--- config.mk ---
export PLATFORM = sky130hd
export DESIGN_NAME = l2_response_receiver
export DESIGN_NICKNAME = d
export VERILOG_FILES = /design/src/rtl/l2_response_receiver.sv
export SDC_FILE = /design/constraint.sdc
export NUM_CORES = 1
export LEC_CHECK = 0
export ABC_CLOCK_PERIOD_IN_PS = 23200
export CORE_AREA = 4 4 413 415
export CTS_BUF_LIST = sky130_fd_sc_hd__clkbuf_2 sky130_fd_sc_hd__clkbuf_4 sky130_fd_sc_hd__clkbuf_8
export DETAILED_ROUTE_END_ITERATION = 16
export DIE_AREA = 0 0 417 419
export GPL_ROUTABILITY_DRIVEN = 0
export PLACE_DENSITY = 0.45
export RECOVER_POWER = 100
export SLEW_MARGIN = 20
export SYNTH_ARGS = -nofsm -noshare
export SYNTH_HDL_FRONTEND = slang
export SYNTH_SLANG_ARGS = --single-unit
export TNS_END_PERCENT = 30
--- constraint.sdc ---
create_clock -name clk_i -period 23.2 [get_ports clk_i]
set_clock_uncertainty 0.2 [all_clocks]
set_input_delay 4.64 -clock clk_i [delete_from_list [all_inputs] [get_ports clk_i]]
set_output_delay 4.64 -clock clk_i [all_outputs]
set_load 0.005 [all_outputs]
--- src/rtl/l2_response_receiver.sv ---
// Core-side L2 response receiver: tracks one pending load miss and one pending store per strand,
// turns matching acks into registered L1 fill / strand wake pulses, and flags protocol violations.
module l2_response_receiver #(
    parameter logic [1:0]  CORE_ID      = 2'd0,
    parameter logic [1:0]  UNIT_DCACHE  = 2'd1,
    parameter logic [1:0]  UNIT_STBUF   = 2'd2,
    parameter logic [1:0]  OP_LOAD_ACK  = 2'd0,
    parameter logic [1:0]  OP_STORE_ACK = 2'd1,
    parameter int unsigned LineW        = 512
) (
    input  logic             clk_i,
    input  logic             reset_i,
    input  logic             l2rsp_valid_i,
    input  logic             l2rsp_status_i,
    input  logic [1:0]       l2rsp_core_i,
    input  logic [1:0]       l2rsp_unit_i,
    input  logic [1:0]       l2rsp_strand_i,
    input  logic [1:0]       l2rsp_op_i,
    input  logic             l2rsp_update_i,
    input  logic [1:0]       l2rsp_way_i,
    input  logic [LineW-1:0] l2rsp_data_i,
    input  logic             load_issue_i,
    input  logic             store_issue_i,
    input  logic [1:0]       issue_strand_i,
    input  logic [5:0]       issue_set_i,
    output logic             fill_en_o,
    output logic [1:0]       fill_way_o,
    output logic [5:0]       fill_set_o,
    output logic [LineW-1:0] fill_data_o,
    output logic [3:0]       load_wake_o,
    output logic [3:0]       store_wake_o,
    output logic             store_sync_status_o,
    output logic [3:0]       outstanding_o,
    output logic             protocol_error_o
);

    typedef enum logic {StIdle, StPend} pend_e;

    pend_e      ld_state_q [4];
    pend_e      st_state_q [4];
    logic [5:0] ld_set_q   [4];
    logic [5:0] st_set_q   [4];

    logic             fill_en_q;
    logic [1:0]       fill_way_q;
    logic [5:0]       fill_set_q;
    logic [LineW-1:0] fill_data_q;
    logic [3:0]       load_wake_q;
    logic [3:0]       store_wake_q;
    logic             store_sync_q;
    logic [3:0]       outstanding_q;
    logic             protocol_error_q;

    logic       rsp_accept, rsp_load, rsp_store, rsp_error;
    logic [3:0] ld_pend, st_pend;
    logic [3:0] ld_clear, st_clear;
    logic [3:0] ld_busy, st_busy;
    logic       ld_issue_ok, st_issue_ok, issue_error;
    logic [3:0] ld_set_en, st_set_en;
    logic [3:0] ld_pend_next, st_pend_next;
    logic       fill_en_d;
    logic [5:0] fill_set_d;
    logic [3:0] outstanding_d;
    logic       protocol_error_d;

    always_comb begin
        for (int s = 0; s < 4; s++) begin
            ld_pend[s] = (ld_state_q[s] == StPend);
            st_pend[s] = (st_state_q[s] == StPend);
        end
    end

    // Response decode; anything accepted that completes nothing is a protocol error.
    always_comb begin
        rsp_accept = l2rsp_valid_i && (l2rsp_core_i == CORE_ID);
        rsp_load   = rsp_accept && (l2rsp_op_i == OP_LOAD_ACK) &&
                     (l2rsp_unit_i == UNIT_DCACHE) && ld_pend[l2rsp_strand_i];
        rsp_store  = rsp_accept && (l2rsp_op_i == OP_STORE_ACK) &&
                     (l2rsp_unit_i == UNIT_STBUF) && st_pend[l2rsp_strand_i];
        rsp_error  = rsp_accept && !rsp_load && !rsp_store;
        ld_clear   = rsp_load  ? (4'b0001 << l2rsp_strand_i) : 4'b0000;
        st_clear   = rsp_store ? (4'b0001 << l2rsp_strand_i) : 4'b0000;
    end

    // An entry completing this cycle is free to accept a new issue in the same cycle.
    always_comb begin
        ld_busy      = ld_pend & ~ld_clear;
        st_busy      = st_pend & ~st_clear;
        ld_issue_ok  = load_issue_i  && !ld_busy[issue_strand_i];
        st_issue_ok  = store_issue_i && !st_busy[issue_strand_i];
        issue_error  = (load_issue_i  && ld_busy[issue_strand_i]) ||
                       (store_issue_i && st_busy[issue_strand_i]);
        ld_set_en    = ld_issue_ok ? (4'b0001 << issue_strand_i) : 4'b0000;
        st_set_en    = st_issue_ok ? (4'b0001 << issue_strand_i) : 4'b0000;
        ld_pend_next = ld_busy | ld_set_en;
        st_pend_next = st_busy | st_set_en;
    end

    always_comb begin
        fill_en_d        = rsp_load || (rsp_store && l2rsp_update_i);
        fill_set_d       = rsp_load ? ld_set_q[l2rsp_strand_i] : st_set_q[l2rsp_strand_i];
        outstanding_d    = 4'($countones(ld_pend_next)) + 4'($countones(st_pend_next));
        protocol_error_d = protocol_error_q || rsp_error || issue_error;
    end

    always_ff @(posedge clk_i or posedge reset_i) begin
        if (reset_i) begin
            for (int s = 0; s < 4; s++) begin
                ld_state_q[s] <= StIdle;
                st_state_q[s] <= StIdle;
                ld_set_q[s]   <= '0;
                st_set_q[s]   <= '0;
            end
            fill_en_q        <= 1'b0;
            fill_way_q       <= '0;
            fill_set_q       <= '0;
            fill_data_q      <= '0;
            load_wake_q      <= '0;
            store_wake_q     <= '0;
            store_sync_q     <= 1'b0;
            outstanding_q    <= '0;
            protocol_error_q <= 1'b0;
        end else begin
            for (int s = 0; s < 4; s++) begin
                unique case (ld_state_q[s])
                    StIdle: begin
                        if (ld_set_en[s]) begin
                            ld_state_q[s] <= StPend;
                            ld_set_q[s]   <= issue_set_i;
                        end
                    end
                    StPend: begin
                        if (ld_set_en[s]) begin
                            ld_set_q[s] <= issue_set_i;
                        end else if (ld_clear[s]) begin
                            ld_state_q[s] <= StIdle;
                        end
                    end
                    default: ld_state_q[s] <= StIdle;
                endcase
                unique case (st_state_q[s])
                    StIdle: begin
                        if (st_set_en[s]) begin
                            st_state_q[s] <= StPend;
                            st_set_q[s]   <= issue_set_i;
                        end
                    end
                    StPend: begin
                        if (st_set_en[s]) begin
                            st_set_q[s] <= issue_set_i;
                        end else if (st_clear[s]) begin
                            st_state_q[s] <= StIdle;
                        end
                    end
                    default: st_state_q[s] <= StIdle;
                endcase
            end
            // Fill address/data fields hold their last value between fills.
            fill_en_q <= fill_en_d;
            if (fill_en_d) begin
                fill_way_q  <= l2rsp_way_i;
                fill_set_q  <= fill_set_d;
                fill_data_q <= l2rsp_data_i;
            end
            load_wake_q      <= ld_clear;
            store_wake_q     <= st_clear;
            store_sync_q     <= rsp_store && l2rsp_status_i;
            outstanding_q    <= outstanding_d;
            protocol_error_q <= protocol_error_d;
        end
    end

    assign fill_en_o           = fill_en_q;
    assign fill_way_o          = fill_way_q;
    assign fill_set_o          = fill_set_q;
    assign fill_data_o         = fill_data_q;
    assign load_wake_o         = load_wake_q;
    assign store_wake_o        = store_wake_q;
    assign store_sync_status_o = store_sync_q;
    assign outstanding_o       = outstanding_q;
    assign protocol_error_o    = protocol_error_q;

endmodule

Yosys cells after proc, flatten, opt, wreduce, memory -nomap -nowiden --
Index checks and enable logic that the tools add are counted. W data, S select, Z words.
Word-level totals: input port bits 537, output and inout port bits 535, register bits 591
Operators by class: add/subtract/negate cells 7, magnitude comparators 3, reduce and logical (&&, ||, !) cells 25, bitwise logic cells 15, equal/unequal tests 3, multiplexer cells 59, shift-type cells 2
Operator list (number):
- $mux W6 | 13
- $mux W1 | 28
- $bmux W6 S2 | 2
- $mux W4 | 4
- $pmux W1 S2 | 8
- $logic_and A1 B1 Y1 | 15
- $add A1 B1 Y2 | 4
- $and A4 B4 Y4 | 2
- $bmux W1 S2 | 4
- $not A1 Y1 | 8
- $not A4 Y4 | 2
- $or A4 B4 Y4 | 2
- $shl A1 B2 Y4 const A | 2
- $add A2 B2 Y3 | 2
- $lt A2 B3 Y1 const B | 2
- $add A3 B3 Y4 | 1
- $eq A2 B1 Y1 const B | 2
- $logic_not A1 Y1 | 4
- $logic_not A2 Y1 | 2
- $logic_or A1 B1 Y1 | 4
- $ge A3 B3 Y1 const B | 1
- $not A2 Y3 | 1
- $eq A2 B2 Y1 const B | 1

Depth between registers and ports, before layout --
Gate-level depths: netlist (run 1).
word-level depth 17, depth in mapped cells 14

Least setup slack after synthesis (run 1) --
OpenSTA, ideal clock, no wires.
kind input port to flip-flop, start input l2rsp_op_i[0], end register outstanding_q[2] (netlist: outstanding_o[2]), stages on the path 13, arrival 7.924 ns, slack 14.954 ns, library setup time 0.123 ns, cells stage by stage nor3b_1 nand2_1 o21ai_0 nand2_1 fa_1 fa_1 inv_1 fa_1 inv_1 ha_1 inv_1 fa_1 xnor2_1
Between the ends: word-level cells in the longest chain between the ends 16, elaborated cells on any way between the ends 33, those cells by class add/sub (7); eq/ne (1); mux (8); bitwise (6); reduce/logical (11)
Ends and longest elaborated chain:
- start, declared | line 18 | input logic [1:0] l2rsp_op_i,
- $eq A2 B1 Y1 / $logic_not A2 Y1 (equally long branches) | line 78, 76
- $logic_and A1 B1 Y1 (on tied branches) (2 in a row) | line 78, 76
- $logic_and A1 B1 Y1 (on tied branches) | line 79, 77
- $mux W4 (on tied branches) | line 82, 81
- $not A4 Y4 (on tied branches) | line 88, 87
- $and A4 B4 Y4 (on tied branches) | line 88, 87
- $bmux W1 S2 (on tied branches) | line 90, 89
- $mux W1 (on tied branches) | line 90, 89
- $logic_not A1 Y1 (on tied branches) | line 90, 89
- $logic_and A1 B1 Y1 (on tied branches) | line 90, 89
- $mux W4 (on tied branches) | line 94, 93
- $or A4 B4 Y4 (on tied branches) | line 96, 95
- $add A1 B1 Y2 (implied by the code) | line 102 | outstanding_d = 4'($countones(ld_pend_next)) + 4'($countones(st_pend_next));
- $add A2 B2 Y3 (implied by the code) | line 102
- $add A3 B3 Y4 * | line 102
- via outstanding_d[2] | line 63 | logic [3:0] outstanding_d;
- end signal, assigned | line 168 | outstanding_q <= outstanding_d;
- end, declared | line 51 | logic [3:0] outstanding_q;
The timed path passes the listed nets; every way through them passes the cells marked *. The select of a mux whose other input is x is not followed. A chain may end at the register's enable or synchronous reset.

Final worst setup path (run 1) --
start input l2rsp_strand_i[0], end register fill_data_q[263] (netlist: fill_data_o[263])
Between the ends: word-level cells in the longest chain between the ends 5, elaborated cells on any way between the ends 8, those cells by class mux (4); reduce/logical (4)
Ends and longest elaborated chain:
- start, declared | line 17 | input logic [1:0] l2rsp_strand_i,
- $bmux W1 S2 | line 79 | (l2rsp_unit_i == UNIT_STBUF) && st_pend[l2rsp_strand_i];
- $mux W1 (implied by the code) | line 79
- $logic_and A1 B1 Y1 | line 79
- $logic_and A1 B1 Y1 | line 100 | fill_en_d = rsp_load || (rsp_store && l2rsp_update_i);
- $logic_or A1 B1 Y1 * | line 100
- end signal, assigned | line 163 | fill_data_q <= l2rsp_data_i;
- end, declared | line 47 | logic [LineW-1:0] fill_data_q;
Mark *: on every way between the ends. The rest lies on a longest branch, timed or not. The select of a mux whose other input is x is not followed.

==> results of run 1 <==
## state kept, by name (all words and copies together), names as in the netlist
name	count
fill_set_o	6
fill_data_o	512
outstanding_o	4
st_pend	4
store_wake_o	4
protocol_error_o	1
ld_set_q	24
st_set_q	24
fill_en_o	1
fill_way_o	2
store_sync_status_o	1
ld_pend	4
load_wake_o	4
## power groups by stage
stage	logic [W]	clock network, W	registers, W
after floorplan	0.000212	0	0.00135
after global placement	0.000817	0	0.00135
after detailed placement	0.000819	0	0.00135
after CTS	0.000824	0.00123	0.00134
after global routing	0.000782	0.00128	0.00135
final	0.000729	0.00117	0.00133
## worst paths after layout
path / start / to / slack [ns] / cells after the start
worst min register to register: fill_set_o[3]$_DFFE_PP0P_ / fill_set_o[3]$_DFFE_PP0P_ / 0.27 / 2
worst max register to register: ld_pend[3]$_DFF_PP0_ / fill_data_o[263]$_DFFE_PP0P_ / 13.35 / 8
worst max-delay path: l2rsp_strand_i[0] / fill_data_o[263]$_DFFE_PP0P_ / 7.99 / 10
max in group asynchronous: reset_i / fill_data_o[442]$_DFFE_PP0P_ / 9.59 / 5
min in group asynchronous: reset_i / fill_data_o[150]$_DFFE_PP0P_ / 5.58 / 2
worst min-delay path: fill_set_o[3]$_DFFE_PP0P_ / fill_set_o[3]$_DFFE_PP0P_ / 0.27 / 2
## metal layers
metal  routed length, µm  part of all wire  vias to the layer above
met3               12200              0.11                      205
met4                3550             0.032                       48
met5                 302            0.0027                        -
li1                    -                 -                     7168
met1               42400              0.38                     8063
met2               52800              0.47                      685
## layout by cell type, fill, tap and decap left out, types with 11 or more instances in the layout
cell type	count
sky130_fd_sc_hd__mux2_2	546
sky130_fd_sc_hd__clkdlybuf4s50_1	533
sky130_fd_sc_hd__clkbuf_4	40
sky130_fd_sc_hd__mux4_2	14
sky130_fd_sc_hd__dlygate4sd3_1	538
sky130_fd_sc_hd__diode_2	22
sky130_fd_sc_hd__inv_1	13
sky130_fd_sc_hd__dfrtp_1	591
sky130_fd_sc_hd__clkinv_2	11
sky130_fd_sc_hd__clkbuf_8	148
sky130_fd_sc_hd__mux2_1	17
sky130_fd_sc_hd__nand2_1	23
sky130_fd_sc_hd__clkbuf_1	12
sky130_fd_sc_hd__o21ai_0	12
## Yosys cell counts
master                      instances  area share
sky130_fd_sc_hd__o21a_1             1     0.00033
sky130_fd_sc_hd__buf_1              3     0.00050
sky130_fd_sc_hd__o31ai_1            3      0.0010
sky130_fd_sc_hd__nor2_1             8      0.0013
sky130_fd_sc_hd__ha_1               3      0.0017
sky130_fd_sc_hd__nand2_1           23      0.0038
sky130_fd_sc_hd__buf_6              3      0.0015
sky130_fd_sc_hd__mux2_1            17      0.0085
sky130_fd_sc_hd__dfrtp_1          591        0.65
sky130_fd_sc_hd__nor4b_2            1     0.00066
sky130_fd_sc_hd__and2_1             1     0.00028
sky130_fd_sc_hd__mux4_2            14       0.014
sky130_fd_sc_hd__nand3b_1           3      0.0010
sky130_fd_sc_hd__clkbuf_1           2     0.00033
sky130_fd_sc_hd__or4b_1             1     0.00044
sky130_fd_sc_hd__nor2b_1            5      0.0014
sky130_fd_sc_hd__nand2b_1           5      0.0014
sky130_fd_sc_hd__or2_2              2     0.00055
sky130_fd_sc_hd__nor3b_1            3      0.0010
sky130_fd_sc_hd__mux2_2           546        0.27
sky130_fd_sc_hd__xor2_1             1     0.00039
sky130_fd_sc_hd__a2bb2oi_1          1     0.00039
sky130_fd_sc_hd__nor3b_2            1     0.00055
sky130_fd_sc_hd__nand3_1            5      0.0011
sky130_fd_sc_hd__o21ai_0           12      0.0027
sky130_fd_sc_hd__nor3b_4            1     0.00083
sky130_fd_sc_hd__mux2i_1            8      0.0035
sky130_fd_sc_hd__a21oi_1            1     0.00022
sky130_fd_sc_hd__nand3_2            1     0.00044
sky130_fd_sc_hd__and3_1             1     0.00028
sky130_fd_sc_hd__and4_1             1     0.00039
sky130_fd_sc_hd__nor3_1             1     0.00022
sky130_fd_sc_hd__nand4b_1           1     0.00039
sky130_fd_sc_hd__a21boi_2           1     0.00050
sky130_fd_sc_hd__nor3_2             1     0.00044
sky130_fd_sc_hd__a32oi_1            1     0.00039
sky130_fd_sc_hd__o41ai_2            1     0.00072
sky130_fd_sc_hd__inv_1             14      0.0023
sky130_fd_sc_hd__xnor2_1            1     0.00039
sky130_fd_sc_hd__buf_2             60       0.013
sky130_fd_sc_hd__fa_1               4      0.0035
sky130_fd_sc_hd__a31oi_1            1     0.00028
sky130_fd_sc_hd__nor4_1             1     0.00028
## cells by family after synthesis
kind of cell | after synthesis
compound gates | 22
xor+xnor | 2
fa+ha+maj | 7
buf+inv | 82
flops | 591
mux | 585
simple gates | 66
## cell type report
type	instances	area share
flip-flops and latches	591	0.385
repair buffers	1091	0.282
multi-input cells	682	0.191
well taps	2204	0.0718
clock buffers	188	0.0609
clock inverters	20	0.00567
diodes	22	0.00143
inverters	14	0.00140
## worst max-delay path, stage by stage
cell	delay, ns
sky130_fd_sc_hd__dlygate4sd3_1	0.52
sky130_fd_sc_hd__clkbuf_1	1.24
sky130_fd_sc_hd__mux4_2	0.68
sky130_fd_sc_hd__nand3_1	0.44
sky130_fd_sc_hd__a21boi_0	0.34
sky130_fd_sc_hd__clkbuf_1	2.88
sky130_fd_sc_hd__clkbuf_1	2.65
sky130_fd_sc_hd__buf_4	0.84
sky130_fd_sc_hd__buf_4	0.80
sky130_fd_sc_hd__mux2_2	0.42
## stage by stage
stage	hold slack (ns)	cell area [µm²]	power, W	instances
final	0.273	38400	0.00322	4812
after global placement	0.268	35900	0.00216	4581
after CTS	0.286	38400	0.00339	4789
after detailed placement	0.273	35900	0.00217	4581
after global routing	0.304	38400	0.00341	4795
after floorplan	0.273	22600	0.00156	1355
==> results.rst, run 1 <==
.. list-table::
   :header-rows: 1

   * - Metric
     - Value
   * - Multiplexer fraction of the synthesized cell area
     - 0.298
   * - Worst Path Arrival
     - 15.70 ns
   * - Number of nets in the synthesized netlist
     - 1,899
   * - Post-placement worst setup slack
     - 12.53 ns
   * - Internal Pwr Total
     - 0.00236 W
   * - Master cell of the clock root buffer
     - sky130_fd_sc_hd__clkbuf_8
   * - Switching part of the total
     - 0.270
   * - Fraction of the mapped netlist area in simple logic gates
     - 0.0168
   * - Transition time of the tightest slew-check pin
     - 4.90 ns
   * - Number of buffers inserted for hold repair after clock tree synthesis
     - 0
   * - Worst slew margin relative to its limit
     - -2.29
   * - Number of pins with negative max-slew slack in the final report
     - 724
   * - Number of nets still failing antenna checks after routing
     - 0
   * - Row cnt
     - 150
   * - Violations in the final reports
     - capacitance limit, slew limit
   * - Area growth from synthesis to layout
     - 70.0%
   * - Clk sinks
     - 591
   * - Run status
     - finished, violations left
   * - Register clock-pin slew on the reported worst setup and hold paths
     - 0.05 ns
   * - Combined flip-flop and latch cell area
     - 0.0148 mm²
   * - Power dissipated by switching net loads
     - 0.000869 W
   * - Class of the most critical hold timing path
     - reg2reg
   * - H-tree depth
     - 3
   * - Main combinational cell family by area after synthesis
     - multiplexers
   * - Unrepaired setup endpoints after global routing
     - no
   * - Final Critical Period
     - 15.21 ns
   * - Port Buf Inserts
     - 1,071
   * - GRT Residual Overflow
     - 0
   * - Flop and latch count out of synthesis
     - 591
   * - Syn. warnings
     - 0
   * - Number of antenna violations at the first check in global routing
     - 79
   * - Final hold viol count
     - 0
   * - Share of total power in sequential cells
     - 0.411
   * - Number of DRC markers in iteration 0
     - 527
   * - Count of boundary I/O pins
     - 1,072
   * - Final core area utilization
     - 0.230
   * - GRT met1 Usage
     - 0.142
   * - Clock Tree Buf Depth
     - 3
   * - Max Cap Viol
     - 12
   * - Count of buffers added by post-CTS timing repair for setup
     - 0
   * - Clock group share of total power
     - 0.363
   * - Kind of critical path
     - in2reg
   * - Share of power burned in combinational logic
     - 0.226
   * - Met3 routing resource usage after global routing
     - 0.0616
   * - Fmax
     - 65.8 MHz
   * - Mean instance size in the synthesized netlist
     - 16.7 µm²
   * - Number of clock buffers inserted by TritonCTS
     - 117
   * - Later-pin clock latency in the skew report
     - 0.81 ns
   * - Endpoint class of the critical path
     - flip-flop
   * - DIE WIDTH
     - 417 µm
   * - Die H
     - 419 µm
   * - Maximum fanout count along the critical path
     - 65
   * - Seq/Total Area, Yosys
     - 0.655
   * - Total wire length after detailed routing
     - 111,000 µm
   * - CTS-repair resized insts
     - 0
   * - Crit path setup slack, layout
     - 7.99 ns
   * - Core Area
     - 0.167 mm²
   * - Largest voltage drop on the vdd net
     - 0.0401 mV
   * - CTS tree
     - yes
   * - Distinct cell type count after synthesis
     - 43
   * - Power density over the cells
     - 84.0 mW/mm²
   * - Post-detailed-route DRC marker count
     - 0
   * - Proportion of layout cells with a drive suffix above 1
     - 0.301
   * - M2 GR Usage
     - 0.198
   * - Summed instance area of the synthesized netlist
     - 0.0226 mm²
   * - Lkg Pwr
     - 18.0 nW
   * - DIE AREA
     - 0.175 mm²
   * - Starting Density
     - 0.136
   * - Final net count
     - 3,041
   * - Worst setup SP type
     - primary input
   * - Total via count in the routed design
     - 16,169
   * - GRT Resource Usage Total
     - 0.123
   * - Busiest grt layer
     - met2
   * - Detail Placement HPWL
     - 88,500 µm
   * - Crit share post-route
     - 0.655
   * - Detailed-router iteration count before antenna repair
     - 4
   * - Vias in the first global route
     - 17,438
   * - Post-synthesis adder-cell area fraction
     - 0.00521
   * - Instance count of the mapped netlist
     - 1,355
   * - Routed wire length per instance
     - 23.1 µm
   * - Vias per Instance
     - 3.36
   * - Pin count of the biggest net entering global routing
     - 123
   * - Complex-gate fraction of the synthesized area
     - 0.00648
   * - Worst Path Required
     - 23.69 ns
   * - Final-report setup violation count
     - 0
   * - Area used by multi-input combinational logic
     - 0.00735 mm²
   * - Post-Synth XOR/XNOR Area
     - 0.000775
   * - TNS Setup
     - 0 ns
   * - First-pass GRT wire length
     - 149,000 µm
   * - Total of fill cells in the finished design
     - 17,750
Power figures use the tool's default switching activity.
==> run 2, diff against run 1 <==
--- a/config.mk
+++ b/config.mk
@@ -5,7 +5,7 @@
 export SDC_FILE = /design/constraint.sdc
 export NUM_CORES = 1
 export LEC_CHECK = 0
-export ABC_CLOCK_PERIOD_IN_PS = 23200
+export ABC_CLOCK_PERIOD_IN_PS = 15500
 export CORE_AREA = 4 4 413 415
 export CTS_BUF_LIST = sky130_fd_sc_hd__clkbuf_2 sky130_fd_sc_hd__clkbuf_4 sky130_fd_sc_hd__clkbuf_8
 export DETAILED_ROUTE_END_ITERATION = 16
==> constraint.sdc (replaced) <==
create_clock -name clk_i -period 15.5 [get_ports clk_i]
set_clock_uncertainty 0.2 [all_clocks]
set_input_delay 3.1 -clock clk_i [delete_from_list [all_inputs] [get_ports clk_i]]
set_output_delay 3.1 -clock clk_i [all_outputs]
set_load 0.005 [all_outputs]
==> results.rst, run 2 (synthesis gave the netlist of run 1 again) <==
.. list-table::
   :header-rows: 1

   * - Metric
     - Value
   * - Run status
     - finished, violations left
   * - Violations in the final reports
     - capacitance limit, slew limit
   * - CP max stage cell
     - sky130_fd_sc_hd__a21boi_0
   * - Max Cap Viol
     - 7 (-5)
   * - Combined flip-flop and latch cell area
     - 0.0148 mm² (unchanged)
   * - Flip-flop count of the largest register after layout
     - 512 (unchanged)
   * - H-tree depth
     - 3 (unchanged)
   * - Crit path setup slack, layout
     - 5.24 ns (-2.76 ns)
   * - GRT Resource Usage Total
     - 0.123 (about the same)
   * - Post-detailed-route DRC marker count
     - 0 (unchanged)
   * - Reg-to-reg slack, setup
     - 8.99 ns (-4.36 ns)
   * - Fmax
     - 97.4 MHz
   * - Clock Tree Buf Depth
     - 3 (unchanged)
   * - Number of nets still failing antenna checks after routing
     - 0 (unchanged)
   * - Endpoint of the worst-slack reg-to-reg timing path
     - fill_data_o[236]$_DFFE_PP0P_
   * - Most frequent standard cell in the layout excluding fill and tap cells
     - sky130_fd_sc_hd__dfrtp_1
   * - Count of buffers added by post-CTS timing repair for setup
     - 0 (unchanged)
   * - Worst setup SP type
     - primary input
   * - Instance count along the most critical hold path
     - 2 (unchanged)
   * - Final Critical Period
     - 10.26 ns
   * - Delay of the slowest cell on the worst path
     - 2.20 ns (-0.68 ns)
   * - Area growth from synthesis to layout
     - 70.7%
   * - Cell chain of the critical path
     - dlygate4sd3_1 > clkbuf_1 > mux4_2 > nand3_1 > a21boi_0 > buf_4 > buf_12 > buf_4 > mux2_2
   * - Number of DRC markers in iteration 0
     - 674 (+28%)
   * - Final-report setup violation count
     - 0 (unchanged)
   * - Proportion of layout cells with a drive suffix above 1
     - 0.305 (+0.00405)
   * - TNS Setup
     - 0 ns (unchanged)
   * - Area used by multi-input combinational logic
     - 0.00735 mm² (unchanged)
   * - Worst r2r src
     - ld_pend[2]$_DFF_PP0_
   * - Total of fill cells in the finished design
     - 17,748 (-0.011%)
   * - Crit share post-route
     - 0.662
   * - Number of buffers inserted for hold repair after clock tree synthesis
     - 0 (unchanged)
   * - DIE AREA
     - 0.175 mm² (unchanged)
   * - GRT Residual Overflow
     - 0 (unchanged)
   * - Detail Placement HPWL
     - 89,200 µm (+0.83%)
   * - Pin count of the biggest net entering global routing
     - 132 (+7.3%)
   * - Lkg Pwr
     - 18.1 nW (+0.57%)
   * - Worst Hold Launch
     - fill_set_o[1]$_DFFE_PP0P_
   * - Final hold viol count
     - 0 (unchanged)
   * - CTS tree
     - yes
   * - Class of the most critical hold timing path
     - reg2reg
   * - Reg2Reg Depth
     - 7 (-1)
   * - Endpoint class of the critical path
     - flip-flop
   * - Port Buf Inserts
     - 1,071 (unchanged)
   * - Routed wire length per instance
     - 23.2 µm (+0.25%)
   * - Starting Density
     - 0.136 (unchanged)
   * - Total wire length after detailed routing
     - 112,000 µm (+0.23%)
   * - Master cell of the clock root buffer
     - sky130_fd_sc_hd__clkbuf_8
   * - Row cnt
     - 150 (unchanged)
   * - Register clock-pin slew on the reported worst setup and hold paths
     - 0.06 ns (about the same)
   * - Total via count in the routed design
     - 16,213 (+0.27%)
   * - Number of clock buffers inserted by TritonCTS
     - 117 (unchanged)
   * - Clk sinks
     - 591 (unchanged)
   * - Leading cell types in the layout, fill and taps excluded
     - sky130_fd_sc_hd__dfrtp_1, sky130_fd_sc_hd__mux2_2, sky130_fd_sc_hd__dlygate4sd3_1, sky130_fd_sc_hd__clkdlybuf4s50_1, sky130_fd_sc_hd__clkbuf_8
   * - Kind of critical path
     - in2reg
   * - Worst Path Arrival
     - 10.75 ns (-4.95 ns)
   * - Count of boundary I/O pins
     - 1,072 (unchanged)
   * - CTS-repair resized insts
     - 0 (unchanged)
   * - Maximum fanout count along the critical path
     - 131 (+100%)
   * - Post-placement worst setup slack
     - 7.24 ns (-5.29 ns)
   * - Worst slew margin relative to its limit
     - -1.05 (+1.24)
   * - Final net count
     - 3,041 (unchanged)
   * - Most Frequent Cell on Critical Path
     - sky130_fd_sc_hd__buf_4
   * - First-pass GRT wire length
     - 149,000 µm (about the same)
   * - Vias in the first global route
     - 17,523 (+0.49%)
   * - Transition time of the tightest slew-check pin
     - 3.07 ns (-1.83 ns)
   * - DIE WIDTH
     - 417 µm (unchanged)
   * - Die H
     - 419 µm (unchanged)
   * - Worst Path Required
     - 15.99 ns (-7.70 ns)
   * - Power density over the cells
     - 127 mW/mm² (+51%)
   * - Later-pin clock latency in the skew report
     - 0.83 ns (+0.02 ns)
   * - Number of antenna violations at the first check in global routing
     - 56 (-29%)
   * - Vias per Instance
     - 3.37 (+0.29%)
   * - Unrepaired setup endpoints after global routing
     - no
   * - Number of pins with negative max-slew slack in the final report
     - 223 (-69%)
   * - Largest voltage drop on the vdd net
     - 0.0610 mV (+52%)
   * - Core Area
     - 0.167 mm² (unchanged)
   * - Detailed-router iteration count before antenna repair
     - 4 (unchanged)
   * - Worst min-delay path endpoint
     - fill_set_o[1]$_DFFE_PP0P_
[run 2: cell count changes in the layout (fill, tap and decap cells not counted), sizes merged]
| cell | change |
|---|---|
| clkinv | +1 |
| buf | +8 |
| bufinv | +1 |
| clkbuf | -4 |
| diode | -6 |
| clkinvlp | -2 |
| inv | +1 |
[run 2: metal layers]
metal	up-vias	track usage	wire [µm]
met5	-	0	211
met1	8134	0.142	43600
met4	36	0.0397	3560
met3	215	0.0568	10900
li1	7151	-	-
met2	677	0.201	53300
[run 2: report_power, final]
part           total, W  switching, W  internal (W)
registers       0.00198      0.000145       0.00184
clock network   0.00181      0.000748       0.00106
logic           0.00110      0.000429      0.000674
total           0.00490       0.00132       0.00357
[run 2: final cells by class]
class,count,share of cell area
antenna,16,0.00104
tap,2204,0.0715
sequential,591,0.383
inverter,14,0.00140
clock inverter,21,0.00691
clock buffer,192,0.0625
multi-input combinational,682,0.191
timing repair buffer,1091,0.283
[run 2: worst max-delay path by stage]
stage	start	to	slack, ns	cells after the start
floorplan	reset_i	fill_data_o[0]$_DFFE_PP0P_	4.14	1
global placement	l2rsp_strand_i[0]	fill_data_o[232]$_DFFE_PP0P_	7.27	9
detailed placement	l2rsp_strand_i[0]	fill_data_o[298]$_DFFE_PP0P_	7.24	9
CTS	l2rsp_strand_i[0]	fill_data_o[63]$_DFFE_PP0P_	8.20	9
global route	reset_i	load_wake_o[0]$_DFF_PP0_	4.62	5
finish	l2rsp_strand_i[0]	fill_data_o[236]$_DFFE_PP0P_	5.24	9
[run 2: per-stage QoR]
step           cell area, µm²  std cells  hold WS, ns  total power [W]   util
6_report                38600       4811        0.269          0.00490  0.231
4_1_cts                 38600       4795        0.283          0.00515  0.232
3_3_place_gp            35900       4582        0.265          0.00326  0.215
2_1_floorplan           22600       1355        0.273          0.00234      -
3_5_place_dp            35900       4582        0.269          0.00326  0.215
5_1_grt                 38500       4799        0.290          0.00517  0.231
[run 2: critical path, delay by kind of cell]
family / cells / cell delay [ns]
buffers and inverters: 5 / 3.56
multiplexers: 2 / 1.07
AND/OR/NAND/NOR: 1 / 0.45
AO/OA/AOI/OAI: 1 / 2.20
